`src/rtl/fp_mat_stream_loader_if.sv`:
```
// Element stream in, packed matrix out: the bus between a feeder and fp_mat_stream_loader.
interface fp_mat_stream_loader_if #(
    parameter int unsigned DATA_WIDTH = 16,
    parameter int unsigned ROW        = 8,
    parameter int unsigned COL        = 4
);
    localparam int unsigned N = ROW * COL;

    logic                    in_valid;
    logic                    in_ready;
    logic [DATA_WIDTH-1:0]   in_data;
    logic                    in_last;
    logic                    mat_valid;
    logic                    mat_ready;
    logic [DATA_WIDTH*N-1:0] mat_out;
    logic                    err_last;

    modport master (
        output in_valid, in_data, in_last, mat_ready,
        input  in_ready, mat_valid, mat_out, err_last
    );

    modport slave (
        input  in_valid, in_data, in_last, mat_ready,
        output in_ready, mat_valid, mat_out, err_last
    );
endinterface

```
`src/rtl/fp_mat_stream_loader.sv`:
```
// Collects a row-major element stream into one packed matrix and holds it
// behind a valid/ready handshake until the multiplier takes it.
module fp_mat_stream_loader #(
    parameter int unsigned DATA_WIDTH = 16,
    parameter int unsigned ROW        = 8,
    parameter int unsigned COL        = 4
) (
    input  logic                  clk,
    input  logic                  rst,
    fp_mat_stream_loader_if.slave bus
);
    localparam int unsigned N     = ROW * COL;
    localparam int unsigned IDX_W = (N > 1) ? $clog2(N) : 1;
    localparam int unsigned MAT_W = DATA_WIDTH * N;

    localparam logic [0:0] FILL = 1'b0;
    localparam logic [0:0] FULL = 1'b1;

    localparam logic [IDX_W-1:0] LAST_IDX = IDX_W'(N - 1);

    logic [0:0]       state_q,     state_d;
    logic [IDX_W-1:0] idx_q,       idx_d;
    logic             mat_valid_q, mat_valid_d;
    logic             err_last_q,  err_last_d;
    logic [MAT_W-1:0] mat_q,       mat_d;

    logic in_ready_c;
    logic accept_c;

    // Ready drops during reset so nothing is accepted into a buffer being cleared.
    assign in_ready_c = (state_q == FILL) && !rst;
    assign accept_c   = bus.in_valid && in_ready_c;

    // Next-state: fill slots in order, then hold until the consumer takes the matrix.
    always_comb begin
        state_d     = state_q;
        idx_d       = idx_q;
        mat_valid_d = mat_valid_q;
        err_last_d  = 1'b0;
        mat_d       = mat_q;

        case (state_q)
            FILL: begin
                if (accept_c) begin
                    mat_d[32'(idx_q) * DATA_WIDTH +: DATA_WIDTH] = bus.in_data;
                    if (idx_q == LAST_IDX) begin
                        state_d     = FULL;
                        mat_valid_d = 1'b1;
                        idx_d       = '0;
                        err_last_d  = !bus.in_last;
                    end else if (bus.in_last) begin
                        // Early last: keep the written element, drop the partial frame.
                        idx_d      = '0;
                        err_last_d = 1'b1;
                    end else begin
                        idx_d = idx_q + IDX_W'(1);
                    end
                end
            end
            FULL: begin
                if (mat_valid_q && bus.mat_ready) begin
                    state_d     = FILL;
                    mat_valid_d = 1'b0;
                end
            end
            default: begin
                state_d = FILL;
            end
        endcase
    end

    always_ff @(posedge clk) begin
        if (rst) begin
            state_q     <= FILL;
            idx_q       <= '0;
            mat_valid_q <= 1'b0;
            err_last_q  <= 1'b0;
            mat_q       <= '0;
        end else begin
            state_q     <= state_d;
            idx_q       <= idx_d;
            mat_valid_q <= mat_valid_d;
            err_last_q  <= err_last_d;
            mat_q       <= mat_d;
        end
    end

    assign bus.in_ready  = in_ready_c;
    assign bus.mat_valid = mat_valid_q;
    assign bus.mat_out   = mat_q;
    assign bus.err_last  = err_last_q;
endmodule

```
`src/flat_wrapper.sv`:
```
// flat-port wrapper written by rule: the top's interface ports become plain ports
module fp_mat_stream_loader_flat 
#(
    parameter int unsigned DATA_WIDTH = 16,
    parameter int unsigned ROW        = 8,
    parameter int unsigned COL        = 4
)
  (clk, rst, bus_in_valid, bus_in_data, bus_in_last, bus_mat_ready, bus_in_ready, bus_mat_valid, bus_mat_out, bus_err_last);
  fp_mat_stream_loader_if #(.DATA_WIDTH(DATA_WIDTH), .ROW(ROW), .COL(COL)) bus_i ();
  input  logic clk;
  input  logic rst;
  input wire logic [$bits(bus_i.in_valid)-1:0] bus_in_valid;
  input wire logic [$bits(bus_i.in_data)-1:0] bus_in_data;
  input wire logic [$bits(bus_i.in_last)-1:0] bus_in_last;
  input wire logic [$bits(bus_i.mat_ready)-1:0] bus_mat_ready;
  output wire logic [$bits(bus_i.in_ready)-1:0] bus_in_ready;
  output wire logic [$bits(bus_i.mat_valid)-1:0] bus_mat_valid;
  output wire logic [$bits(bus_i.mat_out)-1:0] bus_mat_out;
  output wire logic [$bits(bus_i.err_last)-1:0] bus_err_last;
  assign bus_i.in_valid = bus_in_valid;
  assign bus_i.in_data = bus_in_data;
  assign bus_i.in_last = bus_in_last;
  assign bus_i.mat_ready = bus_mat_ready;
  assign bus_in_ready = bus_i.in_ready;
  assign bus_mat_valid = bus_i.mat_valid;
  assign bus_mat_out = bus_i.mat_out;
  assign bus_err_last = bus_i.err_last;
  fp_mat_stream_loader #(.DATA_WIDTH(DATA_WIDTH), .ROW(ROW), .COL(COL)) u_core (.clk(clk), .rst(rst), .bus(bus_i));
endmodule
```
`config.mk`:
```
export PLATFORM = sky130hd
export DESIGN_NAME = fp_mat_stream_loader_flat
export DESIGN_NICKNAME = d
export VERILOG_FILES = /design/src/rtl/fp_mat_stream_loader_if.sv /design/src/rtl/fp_mat_stream_loader.sv /design/src/flat_wrapper.sv
export SDC_FILE = /design/constraint.sdc
export NUM_CORES = 1
export LEC_CHECK = 0
export CAP_MARGIN = 20
export CELL_PAD_IN_SITES_DETAIL_PLACEMENT = 1
export CELL_PAD_IN_SITES_GLOBAL_PLACEMENT = 1
export CORE_MARGIN = 1
export CORE_UTILIZATION = 34
export DETAILED_ROUTE_END_ITERATION = 12
export GPL_TIMING_DRIVEN = 0
export PLACE_DENSITY_LB_ADDON = 0.1
export SLEW_MARGIN = 10
export SYNTH_ARGS = -nofsm -noshare
export SYNTH_HDL_FRONTEND = slang
export SYNTH_SLANG_ARGS = --single-unit
export TNS_END_PERCENT = 20
```
`constraint.sdc`:
```
create_clock -name clk -period 3.5 [get_ports clk]
set_input_delay 0.7 -clock clk [delete_from_list [all_inputs] [get_ports clk]]
set_output_delay 0.7 -clock clk [all_outputs]
set_load 0.02 [all_outputs]
```
# == Word-level counts from Yosys, hierarchy flattened ==
# Cells that the tools add are included.
# word_totals
word_cells,36
regBits,520
out_inout_bits,515
in_bits,21
# op_classes
n_shift,2
add_sub_neg,2
n_eq_ne,4
muxes,13
reduce_logical,8
n_bitwise,2
# ops
operator,count
$bwmux W512,1
$shift A16 B34 Y512 const A,1
$shiftx A16 B34 Y512,1
$neg A9 Y34,1
$mux W5,2
$mux W1,8
$add A5 B1 Y5 const B,1
$eq A5 B5 Y1 const B,1
$ne A2 B2 Y1 const B,2
$pmux W1 S2,2
$logic_and A1 B1 Y1,3
$reduce_and A3 Y1,1
$reduce_or A3 Y1,1
$logic_not A1 Y1,2
$ne A2 B1 Y1 const B,1
$not A1 Y1,2
$reduce_and A2 Y1,1

# == Longest topological paths before layout ==
# Gate-level depths: netlist of the first run.
# logic_depth
depth_word,5
ltp_mapped,16
mapped_depth_nobuf,9

# == Worst setup path after synthesis of the first run ==
# Ideal clock, no wire load.
# synth_timing
path_kind,register to register
from,reg u_core.idx_q[0]
to,reg u_core.mat_q[363] (netlist: u_core.bus.mat_out[363])
t_arrival_ps,3365
synth_period_minus_slack_ps,3437
path_stages_with_launch,17
required_time_ps,3428
path_buffers,7
setup_slack_ps,63
setup_ps,72
path_cell_list,dfxtp_1 -> buf_2 -> clkbuf_1 -> inv_1 -> ha_1 -> buf_2 -> nand2b_1 -> nor2_1 -> ha_1 -> buf_2 -> nor4b_1 -> and3_1 -> buf_2 -> and4_1 -> buf_2 -> buf_4 -> mux2i_1
# synth_via
elab_chain_len,3
elab_cells_between_ends,4
classes_between,add/sub: 1; shift: 2; mux: 1
# synth_rtl
item,line_no,text
start: declaration,fp_mat_stream_loader.sv:22,"logic [IDX_W-1:0] idx_q, idx_d;"
start signal: assignment,fp_mat_stream_loader.sv:81,idx_q <= idx_d;
$neg A9 Y34 (*),fp_mat_stream_loader.sv:45,mat_d[32'(idx_q) * DATA_WIDTH +: DATA_WIDTH] = bus.in_data;
$shiftx A16 B34 Y512 or $shift A16 B34 Y512 (tied branches),fp_mat_stream_loader.sv:45,
$bwmux W512 (*),fp_mat_stream_loader.sv:45,
end signal: assignment,fp_mat_stream_loader.sv:84,mat_q <= mat_d;
end: declaration,fp_mat_stream_loader.sv:25,"logic [MAT_W-1:0] mat_q, mat_d;"
# Every way passes the cells marked *; elsewhere a longest branch is shown, timed or not.
# A chain may end at the register's enable or synchronous reset.

# == Worst setup path after layout of the first run ==
# layout_timing
from,reg u_core.idx_q[0]
to,reg u_core.mat_q[9] (netlist: u_core.bus.mat_out[9])
# The elaborated chain is that of the path after synthesis.

==> results of run 1 <==
==> kinds of logic (layout without fill, tap and decap cells) <==
logic type | Yosys count | after routing
AND/OR/NAND/NOR | 940 | 940
flip-flops | 520 | 520
multiplexers | 485 | 485
buffers and inverters | 209 | 877
AO/OA/AOI/OAI | 84 | 84
adder cells (fa/ha/maj) | 4 | 4
XOR/XNOR | 3 | 3
other | 0 | 1
==> worst max-delay path, stage by stage, from the launching register on <==
cell	delay [ns]
sky130_fd_sc_hd__dfxtp_2	0.38
sky130_fd_sc_hd__buf_8	0.15
sky130_fd_sc_hd__buf_6	0.15
sky130_fd_sc_hd__inv_1	0.08
sky130_fd_sc_hd__ha_1	0.19
sky130_fd_sc_hd__clkbuf_4	0.20
sky130_fd_sc_hd__nand2b_4	0.11
sky130_fd_sc_hd__nor2_1	0.05
sky130_fd_sc_hd__ha_1	0.27
sky130_fd_sc_hd__buf_4	0.19
sky130_fd_sc_hd__nor4b_4	0.37
sky130_fd_sc_hd__buf_4	0.17
sky130_fd_sc_hd__buf_4	0.14
sky130_fd_sc_hd__nand4_1	0.11
sky130_fd_sc_hd__buf_4	0.21
sky130_fd_sc_hd__clkbuf_1	0.22
sky130_fd_sc_hd__o21ai_0	0.25
sky130_fd_sc_hd__a21oi_1	0.10
==> through the flow <==
step                total power [mW]  setup WS (ns)  utilization  instance area (um2)  hold WS (ns)
finish                          13.2         0.0344        0.487                31400         0.471
global route                    13.6        -0.0536        0.487                31400         0.489
CTS                             13.3    -0.00000844        0.484                31300         0.474
detailed placement              6.84          -2.04        0.446                28800         0.463
global placement                6.82          -2.39        0.444                28600         0.452
floorplan                       6.45         0.0632            -                22200         0.491
==> synthesized netlist by cell type (all sizes together) (2+ instances only) <==
library cell / number
a2111oi: 3
a211oi: 2
a21oi: 33
a22oi: 2
and2: 3
and3: 18
and4: 2
buf: 73
clkbuf: 130
dfxtp: 520
ha: 4
inv: 6
mux2: 21
mux2i: 464
nand2: 146
nand2b: 473
nand3: 122
nand3b: 5
nand4: 70
nand4b: 3
nor2: 26
nor2b: 37
nor3: 10
nor3b: 4
nor4: 7
nor4b: 2
o21ai: 27
o31ai: 11
or2: 3
or3: 2
or4: 4
or4b: 2
xnor2: 2
==> worst max path at each step <==
stage                                          to  slack [ns]  depth (start not counted)
after floorplan           u_core.bus.mat_out[363]        0.06                         16
after global placement    u_core.bus.mat_out[267]       -2.39                         11
after detailed placement             bus_in_ready       -2.04                          8
after CTS                   u_core.bus.mat_out[9]   -0.000008                         15
after global routing       u_core.bus.mat_out[10]       -0.05                         17
final                       u_core.bus.mat_out[9]        0.03                         17
==> sequential cells by signal, indices dropped and copies added, names as in the netlist <==
register              cells
u_core.bus.err_last       1
u_core.bus.mat_out      512
u_core.bus.mat_valid      1
u_core.idx_q              5
u_core.state_q            1
==> report_power, final <==
group	internal, mW	leakage [nW]	total, mW	switching, mW
clock network	3.81	0.980	6.45	2.65
registers	5.93	4.19	5.93	0.00715
logic	0.227	7.45	0.826	0.599
==> metal layers <==
layer / up-vias / GRT usage / part of all wire
met5: - / 0 / 0
met4: 0 / 0.0909 / 0.032
met3: 151 / 0.0729 / 0.062
met2: 559 / 0.507 / 0.48
met1: 9861 / 0.375 / 0.43
li1: 8873 / - / -
==> area by class of cell <==
cell class / instances / share of cell area
multi-input combinational: 1516 / 0.356
sequential: 520 / 0.331
inverter: 6 / 0.000717
tap: 855 / 0.0340
clock inverter: 11 / 0.00458
clock buffer: 97 / 0.0590
timing repair buffer: 561 / 0.179
buffer: 202 / 0.0349
antenna: 1 / 0.0000796
==> cell usage in the layout, fill, tap and decap left out, types with 10 or more instances in the layout <==
cell type | netlist | layout
sky130_fd_sc_hd__clkdlybuf4s50_1 | 0 | 531
sky130_fd_sc_hd__dfxtp_1 | 520 | 519
sky130_fd_sc_hd__nand2b_1 | 473 | 472
sky130_fd_sc_hd__mux2i_1 | 464 | 464
sky130_fd_sc_hd__nand2_1 | 146 | 146
sky130_fd_sc_hd__clkbuf_1 | 130 | 128
sky130_fd_sc_hd__nand3_1 | 109 | 108
sky130_fd_sc_hd__nand4_1 | 68 | 68
sky130_fd_sc_hd__clkbuf_16 | 0 | 62
sky130_fd_sc_hd__nor2b_1 | 37 | 37
sky130_fd_sc_hd__buf_4 | 10 | 36
sky130_fd_sc_hd__a21oi_1 | 33 | 32
sky130_fd_sc_hd__buf_2 | 44 | 25
sky130_fd_sc_hd__mux2_2 | 20 | 20
sky130_fd_sc_hd__nor2_1 | 25 | 19
sky130_fd_sc_hd__clkbuf_8 | 0 | 19
sky130_fd_sc_hd__o21ai_0 | 21 | 17
sky130_fd_sc_hd__and3_1 | 18 | 16
sky130_fd_sc_hd__clkbuf_2 | 0 | 13
sky130_fd_sc_hd__buf_1 | 16 | 13
sky130_fd_sc_hd__o31ai_1 | 11 | 11
sky130_fd_sc_hd__buf_6 | 3 | 10
sky130_fd_sc_hd__nand3_2 | 13 | 10
==> repair_timing <==
| item | in CTS | in global routing |
|---|---|---|
| pin swaps | 9 | 2 |
| gates resized for setup | 85 | 53 |
| hold endpoints to repair | 0 | 0 |
| buffers inserted | 12 | 4 |
| cloned | 1 | 0 |
| setup endpoints to repair | 520 | 376 |
==> flow_summary.json, run 1 <==
{
  "syn_avg_cell_area_um2": 9.91,
  "synthesis.nets": 2270,
  "clkLatencyLatePin_ns": 0.64,
  "cts_inserted_buffers": 60,
  "mappedNetlistArea_um2": 22200,
  "worstPathRequired_ns": 4.00,
  "max-vdd-ir-drop_v": 0.000374,
  "num_rows": 93,
  "die-area_um2": 66500,
  "synth_compound_area_frac": 0.0235,
  "yosys_warnings": 0,
  "synth.distinct_cells": 57,
  "maximum_number_of_pins_on_one_net_before_global_route_repair": 16,
  "synth_top_family_by_area": "simple AND/OR/NAND/NOR gates",
  "hp-start": "u_core.bus.mat_valid",
  "slew_headroom": 0.163,
  "register_area_um2": 10400,
  "hold-path-endpoint": "u_core.bus.mat_valid",
  "r2r-start": "u_core.idx_q[0]",
  "seq_area_frac_synth": 0.468,
  "antenna_violating_nets_post_route": 0,
  "yosysTopAreaCell": "sky130_fd_sc_hd__dfxtp_1",
  "multi_input_area_um2": 11200,
  "layout.filler_cells": 7138,
  "global_route_usage_over_all_layers": 0.300,
  "worst_slew_pin_slew_ns": 1.25,
  "hpwl_um": 76900,
  "cts-hold-fix-buffers": 0,
  "worstSetupEndpointType": "flip-flop",
  "whs_path_depth": 2,
  "ys_ff_latch": 520,
  "worst-r2r-cell-count": 17,
  "detail_route.wl_per_cell_um": 27.2,
  "power.static_leakage_nw": 12.6,
  "number_of_setup_violations_in_the_final_report": 0,
  "setup-tns-final_ns": 0,
  "criticalPathCategory": "reg -> reg",
  "critical_path.startpoint_type": "flip-flop",
  "post_layout_nonfiller_instances": 3769,
  "async_flop_share": 0,
  "clkSlewWorstSetupHoldPaths_ns": 0.06,
  "crit_reg_reg_endpoint": "u_core.bus.mat_out[9]",
  "post-route-period-util": 0.990,
  "first_pass_grt_wire_length_um": 146000,
  "drt_wl_total_um": 103000,
  "fmax_mhz": 289,
  "dieWidth_um": 258,
  "ff2ff_setup_slack_ns": 0.03,
  "final_net_count": 2892,
  "post_synth_top_area_share": 0.468,
  "grt_setup_unrepaired": "yes",
  "placed_instance_count": 3644,
  "synth_xor_xnor_area_share": 0.00118,
  "crit_arrival_ns": 3.97,
  "run_status": "finished clean",
  "core-area_um2": 64600,
  "synth_enable_flop_cells": 0,
  "drive_above_1_share": 0.0937,
  "remaining_drc_errors": 0,
  "grt_overflow": 0,
  "minimum_clock_period_ns": 3.47,
  "power_density_nw_per_um2": 420,
  "io_buffers": 532,
  "synth.mux.area_fraction": 0.219,
  "area_growth_from_synthesis_to_final_layout_pct": 41.3,
  "antenna_violations_before_repair": 3,
  "yosys.area_share.adder": 0.00225,
  "hold_viol_final": 0,
  "path_max_fanout": 10,
  "die_h_um": 258,
  "h_tree_level_count": 2,
  "drt_iter0_drc": 985,
  "first_global_vias": 20400,
  "synth_cells": 2245,
  "post_drt_via_cell_ratio": 5.16,
  "clockRootBuffer": "sky130_fd_sc_hd__clkbuf_16",
  "finalWeightedCongestion": 0.890,
  "synth-simple-area-share": 0.245,
  "synth-main-ff-cell": "sky130_fd_sc_hd__dfxtp_1",
  "cts_num_sinks": 520,
  "critical_path.startpoint": "u_core.idx_q[0]",
  "vias": 19400,
  "drt_pass1_iterations": 5,
  "starting_density": 0.345,
  "cts_tree": "yes",
  "floorplan.io_pins": 536,
  "cts_max_path_buffers": 3,
  "synth_area_leaders": "sky130_fd_sc_hd__dfxtp_1 (47%), sky130_fd_sc_hd__mux2i_1 (21%), sky130_fd_sc_hd__nand2b_1 (13%), sky130_fd_sc_hd__nand2_1 (2.5%), sky130_fd_sc_hd__nand3_1 (2.5%)",
  "final_max_slew_violation_count": 0,
  "skew_ns": 0.0245,
  "cap_violations": 0,
  "holdCritPathClass": "reg -> reg"
}
(Power assumes the default switching activity.)
==> run 2, diff against run 1 <==
--- a/config.mk
+++ b/config.mk
@@ -9,8 +9,9 @@
 export CELL_PAD_IN_SITES_DETAIL_PLACEMENT = 1
 export CELL_PAD_IN_SITES_GLOBAL_PLACEMENT = 1
 export CORE_MARGIN = 1
-export CORE_UTILIZATION = 34
+export CORE_UTILIZATION = 44
 export DETAILED_ROUTE_END_ITERATION = 12
+export DONT_BUFFER_PORTS = 1
 export GPL_TIMING_DRIVEN = 0
 export PLACE_DENSITY_LB_ADDON = 0.1
 export SLEW_MARGIN = 10
==> flow_summary.json, run 2 (synthesized netlist as in run 1, its figures left out) <==
{
  "run_status": "complete, but fails checks",
  "failed_checks": "negative setup slack",
  "critical_path.startpoint": "u_core.idx_q[0]",
  "drt_iter0_drc": 996,
  "h_tree_level_count": 2,
  "worst-r2r-cell-count": 13,
  "cts_inserted_buffers": 55,
  "antenna_violations_before_repair": 2,
  "post_drt_via_cell_ratio": 5.78,
  "core-area_um2": 50100,
  "drive_above_1_share": 0.114,
  "global_route_usage_over_all_layers": 0.350,
  "power_switching_mw": 3.09,
  "antenna_violating_nets_post_route": 0,
  "post_layout_nonfiller_instances": 3050,
  "setup-tns-final_ns": -0.0555,
  "holdCritPathClass": "in -> reg",
  "area_growth_from_synthesis_to_final_layout_pct": 15.8,
  "cap_violations": 0,
  "r2r-start": "u_core.idx_q[0]",
  "criticalPathCategory": "reg -> reg",
  "cts_max_path_buffers": 3,
  "critical-path-max-stage-delay_ns": 0.65,
  "cp_cell_sequence": "buf_6 > clkbuf_8 > inv_1 > ha_1 > buf_2 > nor4b_2 > buf_2 > nor3b_2 > buf_6 > clkbuf_1 > buf_8 > nand2_1 > mux2i_1",
  "crit_reg_reg_endpoint": "u_core.bus.mat_out[395]",
  "grt_overflow": 0,
  "combPwrFrac": 0.056,
  "power_frac_seq": 0.460,
  "clkLatencyLatePin_ns": 0.61,
  "slew_headroom": 0.169,
  "fmax_mhz": 281,
  "worst_path_max_delay_cell": "sky130_fd_sc_hd__nor3b_2",
  "timing.critical_path.to": "u_core.bus.mat_out[395]",
  "grt.busiest_layer": "met2",
  "ff2ff_setup_slack_ns": -0.05,
  "clock_power_share": 0.484,
  "clockRootBuffer": "sky130_fd_sc_hd__clkbuf_16",
  "max-vdd-ir-drop_v": 0.000371,
  "layout_commonest_cell": "sky130_fd_sc_hd__dfxtp_1",
  "power.static_leakage_nw": 10.7,
  "hold_viol_final": 0,
  "p_int_mw": 9.84,
  "final_cell_mix": "sky130_fd_sc_hd__dfxtp_1 (519), sky130_fd_sc_hd__nand2b_1 (472), sky130_fd_sc_hd__mux2i_1 (463)",
  "number_of_setup_violations_in_the_final_report": 2,
  "floorplan.io_pins": 536,
  "first_global_vias": 18100,
  "drt_pass1_iterations": 5,
  "final_net_count": 2357,
  "hpwl_um": 69500,
  "sw_frac_of_total": 0.239,
  "path_max_fanout": 10,
  "worstSetupEndpointType": "flip-flop",
  "grt_setup_unrepaired": "yes",
  "detail_route.wl_per_cell_um": 30.5,
  "clkSlewWorstSetupHoldPaths_ns": 0.07,
  "critical_path.startpoint_type": "flip-flop",
  "grtUsageMet2": 0.565,
  "worstPathRequired_ns": 4.02,
  "minimum_clock_period_ns": 3.55,
  "first_pass_grt_wire_length_um": 130000,
  "final_max_slew_violation_count": 0,
  "starting_density": 0.444,
  "finalWeightedCongestion": 0.909,
  "hold_ws_ns": 0.231,
  "final_core_utilization": 0.514,
  "crit_arrival_ns": 4.07,
  "vias": 17600,
  "cts_tree": "yes",
  "num_rows": 82,
  "layout_setup_ws_ns": -0.0526,
  "post-route-period-util": 1.02,
  "worst_slew_pin_slew_ns": 1.25,
  "maximum_number_of_pins_on_one_net_before_global_route_repair": 14,
  "skew_ns": 0.0170,
  "dieWidth_um": 227,
  "placed_instance_count": 2927,
  "io_buffers": 0,
  "p_total_mw": 12.9,
  "grt_use_met3": 0.129,
  "grt_util_met1": 0.419,
  "die-area_um2": 51500,
  "drt_wl_total_um": 93100,
  "largest_register_ffs": 512,
  "die_h_um": 227,
  "cts_num_sinks": 520,
  "cts-hold-fix-buffers": 0,
  "power_density_nw_per_um2": 502,
  "remaining_drc_errors": 0
}
-- run 2: power by group through the flow --
stage | Combinational (mW) | Sequential, mW | Clock (mW)
3_3_place_gp | 0.659 | 6.08 | 0
3_5_place_dp | 0.678 | 6.08 | 0
2_1_floorplan | 0.373 | 6.07 | 0
5_1_grt | 0.748 | 5.94 | 6.55
6_report | 0.729 | 5.94 | 6.26
4_1_cts | 0.703 | 5.94 | 6.30
-- run 2: what timing repair did --
| action | 4_1_cts | 5_1_grt |
|---|---|---|
| gates resized for setup | 74 | 44 |
| pin swaps | 6 | 8 |
| setup buffers | 9 | 10 |
| gates cloned | 0 | 1 |
| setup endpoints to repair | 513 | 321 |
-- run 2: per-stage QoR --
| step | instance area, um2 | worst slack (ns) |
|---|---|---|
| floorplan | 22200 | 0.0632 |
| global placement | 23100 | -1.86 |
| detailed placement | 23200 | -1.42 |
| finish | 25800 | -0.0526 |
| CTS | 25500 | 0.0104 |
| global route | 25700 | -0.107 |
-- run 2: worst min-delay path by stage --
| stage | slack (ns) | from | to | cells after the start |
|---|---|---|---|---|
| 3_3_place_gp | 0.52 | u_core.state_q | u_core.state_q | 2 |
| 3_5_place_dp | 0.53 | u_core.state_q | u_core.state_q | 2 |
| 6_report | 0.23 | bus_in_data[15] | u_core.bus.mat_out[191] | 1 |
| 2_1_floorplan | 0.49 | u_core.state_q | u_core.state_q | 2 |
| 5_1_grt | 0.22 | bus_in_data[15] | u_core.bus.mat_out[191] | 1 |
| 4_1_cts | 0.21 | bus_in_data[15] | u_core.bus.mat_out[191] | 1 |
-- run 2: metal layers --
metal / share of wire / up-vias
met5: 0.00014 / -
met4: 0.041 / 2
met3: 0.10 / 187
met2: 0.46 / 702
met1: 0.40 / 8929
li1: - / 7810
-- run 2: cell type report --
cell class	instances	area, um2
antenna	3	7.51
buffer	202	1040
clock buffer	76	1580
clock inverter	24	333
fill	5598	24300
inverter	6	22.5
multi-input combinational	1516	11200
sequential	520	10400
tap	672	841
timing repair buffer	31	324
-- run 2: worst max-delay path, delay by kind of cell (launching register included) --
family	cells	cell delay, ns
fa+ha+maj	1	0.19
buf+inv	8	1.73
flops	1	0.37
mux	1	0.19
simple gates	3	0.98
==> run 3, diff against run 2 <==
--- a/config.mk
+++ b/config.mk
@@ -5,11 +5,12 @@
 export SDC_FILE = /design/constraint.sdc
 export NUM_CORES = 1
 export LEC_CHECK = 0
-export CAP_MARGIN = 20
+export ABC_AREA = 1
+export CAP_MARGIN = 25
 export CELL_PAD_IN_SITES_DETAIL_PLACEMENT = 1
 export CELL_PAD_IN_SITES_GLOBAL_PLACEMENT = 1
 export CORE_MARGIN = 1
-export CORE_UTILIZATION = 44
+export CORE_UTILIZATION = 40
 export DETAILED_ROUTE_END_ITERATION = 12
 export DONT_BUFFER_PORTS = 1
 export GPL_TIMING_DRIVEN = 0
==> flow_summary.json, run 3 <==
{
  "power.static_leakage_nw": 11.7,
  "layout_commonest_cell": "sky130_fd_sc_hd__nor2_1",
  "synthesis.nets": 3480,
  "kind_of_cell_adding_the_most_delay_to_the_critical_path": "simple AND/OR/NAND/NOR gates",
  "hp-start": "bus_in_last",
  "skew_ns": 0.0282,
  "synth_cells": 3455,
  "cts-hold-fix-buffers": 0,
  "grt_setup_unrepaired": "no",
  "number_of_setup_violations_in_the_final_report": 0,
  "worstPathRequired_ns": 4.06,
  "core-area_um2": 55600,
  "grt_overflow": 0,
  "worst_slew_pin_slew_ns": 1.12,
  "r2r-start": "u_core.idx_q[0]",
  "num_rows": 86,
  "clkSlewWorstSetupHoldPaths_ns": 0.06,
  "drt_iter0_drc": 1467,
  "synth-simple-area-share": 0.327,
  "worst_path_max_delay_cell": "sky130_fd_sc_hd__nor2_1",
  "fmax_mhz": 297,
  "critical_path.startpoint_type": "flip-flop",
  "ys_ff_latch": 520,
  "power_density_nw_per_um2": 502,
  "synth_compound_area_frac": 0.0860,
  "synth.mux.area_fraction": 0,
  "run_status": "finished clean",
  "path_max_fanout": 10,
  "synth_top_family_by_area": "simple AND/OR/NAND/NOR gates",
  "cap_violations": 0,
  "drt_wl_total_um": 104000,
  "drive_above_1_share": 0.0638,
  "synth_most_common_cell": "sky130_fd_sc_hd__nor2_1",
  "max-vdd-ir-drop_v": 0.000332,
  "post-route-period-util": 0.963,
  "layout_setup_ws_ns": 0.128,
  "criticalPathCategory": "reg -> reg",
  "yosys_warnings": 0,
  "post_cts_buffers": 0,
  "antenna_cells": 0,
  "hold_ws_ns": 0.166,
  "hold_viol_final": 0,
  "antenna_violations_before_repair": 0,
  "die_h_um": 240,
  "whs_path_depth": 1,
  "post_synth_top_area_share": 0.458,
  "minimum_clock_period_ns": 3.37,
  "area_growth_from_synthesis_to_final_layout_pct": 13.0,
  "mappedNetlistArea_um2": 22700,
  "critical-path-max-stage-delay_ns": 0.79,
  "synth-main-ff-cell": "sky130_fd_sc_hd__dfxtp_1",
  "post_layout_nonfiller_instances": 4322,
  "worst-r2r-cell-count": 12,
  "cts_inserted_buffers": 57,
  "global_route_usage_over_all_layers": 0.351,
  "cts_max_path_buffers": 3,
  "cts_tree": "yes",
  "cp_cell_sequence": "buf_2 > inv_2 > ha_1 > buf_2 > nor2_1 > inv_1 > clkbuf_1 > nor2_1 > nand2_1 > inv_1 > nand2_1 > a21oi_1",
  "clkLatencyLatePin_ns": 0.64,
  "post_synth_most_frequent_cells": "sky130_fd_sc_hd__nor2_1 (780), sky130_fd_sc_hd__nand2_1 (748), sky130_fd_sc_hd__dfxtp_1 (520)",
  "die-area_um2": 57800,
  "worstSetupEndpointType": "flip-flop",
  "final_max_slew_violation_count": 0,
  "async_flop_share": 0,
  "final_cell_mix": "sky130_fd_sc_hd__nor2_1 (776), sky130_fd_sc_hd__nand2_1 (748), sky130_fd_sc_hd__dfxtp_1 (520)",
  "cts_num_sinks": 520,
  "hold-path-endpoint": "u_core.bus.err_last",
  "crit_arrival_ns": 3.93,
  "dpl_worst_slack_ns": -0.299,
  "largest_register_ffs": 512,
  "first_global_vias": 22900,
  "synth_area_leaders": "sky130_fd_sc_hd__dfxtp_1 (46%), sky130_fd_sc_hd__nor2_1 (13%), sky130_fd_sc_hd__nand2_1 (12%), sky130_fd_sc_hd__inv_1 (8.2%), sky130_fd_sc_hd__nand4_1 (4.6%)",
  "dieWidth_um": 240,
  "drt_pass1_iterations": 5,
  "hpwl_um": 81100,
  "final_core_utilization": 0.461,
  "antenna_violating_nets_post_route": 0,
  "finalWeightedCongestion": 0.932,
  "detail_route.wl_per_cell_um": 24.1,
  "floorplan.io_pins": 536,
  "yosysTopAreaCell": "sky130_fd_sc_hd__dfxtp_1",
  "first_pass_grt_wire_length_um": 148000,
  "holdCritPathClass": "in -> reg",
  "synth_xor_xnor_area_share": 0,
  "synth_enable_flop_cells": 0,
  "remaining_drc_errors": 0,
  "placed_instance_count": 4220,
  "ff2ff_setup_slack_ns": 0.13,
  "final_net_count": 3557,
  "starting_density": 0.408,
  "h_tree_level_count": 2,
  "synth.distinct_cells": 27,
  "crit_reg_reg_endpoint": "u_core.bus.mat_out[261]",
  "seq_area_frac_synth": 0.458,
  "maximum_number_of_pins_on_one_net_before_global_route_repair": 16,
  "slew_headroom": 0.252,
  "io_buffers": 0,
  "yosys.area_share.adder": 0.00220,
  "worst-path-buf-inv": 6,
  "syn_avg_cell_area_um2": 6.58,
  "vias": 22900,
  "clockRootBuffer": "sky130_fd_sc_hd__clkbuf_16",
  "post_drt_via_cell_ratio": 5.31
}
[run 3: changes by cell type in the layout (fill, tap and decap cells not counted), moves of 37 or more]
cell | previous run | this run
sky130_fd_sc_hd__nand3_1 | 108 | 46
sky130_fd_sc_hd__mux2i_1 | 463 | 0
sky130_fd_sc_hd__nor2_1 | 19 | 776
sky130_fd_sc_hd__nand2_1 | 146 | 748
sky130_fd_sc_hd__o21ai_0 | 21 | 187
sky130_fd_sc_hd__nand2b_1 | 472 | 0
sky130_fd_sc_hd__nor2b_1 | 37 | 0
sky130_fd_sc_hd__nand4_1 | 68 | 167
sky130_fd_sc_hd__buf_2 | 26 | 73
sky130_fd_sc_hd__a21oi_1 | 32 | 189
sky130_fd_sc_hd__inv_1 | 6 | 498
[run 3: worst max-delay path by stage]
stage	from	endpoint	slack (ns)	cells after the start
finish	u_core.idx_q[0]	u_core.bus.mat_out[261]	0.13	12
global route	u_core.idx_q[0]	u_core.bus.mat_out[265]	0.02	12
floorplan	u_core.idx_q[0]	u_core.bus.mat_out[154]	0.85	18
CTS	u_core.idx_q[0]	u_core.bus.mat_out[24]	0.15	15
detailed placement	u_core.idx_q[0]	u_core.bus.mat_out[179]	-0.30	15
global placement	u_core.idx_q[0]	u_core.bus.mat_out[179]	-0.24	15
[run 3: cell families after synthesis]
logic type,after synthesis
flip-flops,520
AND/OR/NAND/NOR,1803
adder cells (fa/ha/maj),4
AO/OA/AOI/OAI,389
buffers and inverters,739
[run 3: stage by stage]
| step | total power, mW | cell area, um2 | setup TNS (ns) |
|---|---|---|---|
| finish | 12.9 | 25700 | 0 |
| CTS | 12.9 | 25600 | 0 |
| global route | 13.2 | 25700 | 0 |
| detailed placement | 7.10 | 23800 | -22.23 |
| global placement | 7.06 | 23700 | -12.26 |
| floorplan | 6.65 | 22700 | 0 |
[run 3: cell type report]
| class | instances | area, um2 |
|---|---|---|
| repair buffers | 19 | 199 |
| clock buffers | 93 | 1720 |
| inverters | 512 | 1920 |
| fillers | 7378 | 30000 |
| well taps | 748 | 936 |
| plain buffers | 226 | 963 |
| multi-input cells | 2196 | 9450 |
| clock inverters | 8 | 66.3 |
| flip-flops and latches | 520 | 10400 |
[run 3: layer usage]
layer	global-route usage	vias up	share of wire
met3	0.114	282	0.093
met1	0.387	11000	0.37
li1	-	10700	-
met4	0.196	0	0.060
met5	0	-	0
met2	0.593	891	0.48
[run 3: where the power goes]
group / total [mW] / internal [mW] / switching, mW
Sequential: 5.95 / 5.93 / 0.0213
Combinational: 1.06 / 0.187 / 0.871
Clock: 5.89 / 3.33 / 2.55
[run 3: what timing repair did]
action,CTS,global route
endpoints found under the setup margin,186,47
gates resized for setup,2,6
gates cloned,0,0
pin swaps,0,0
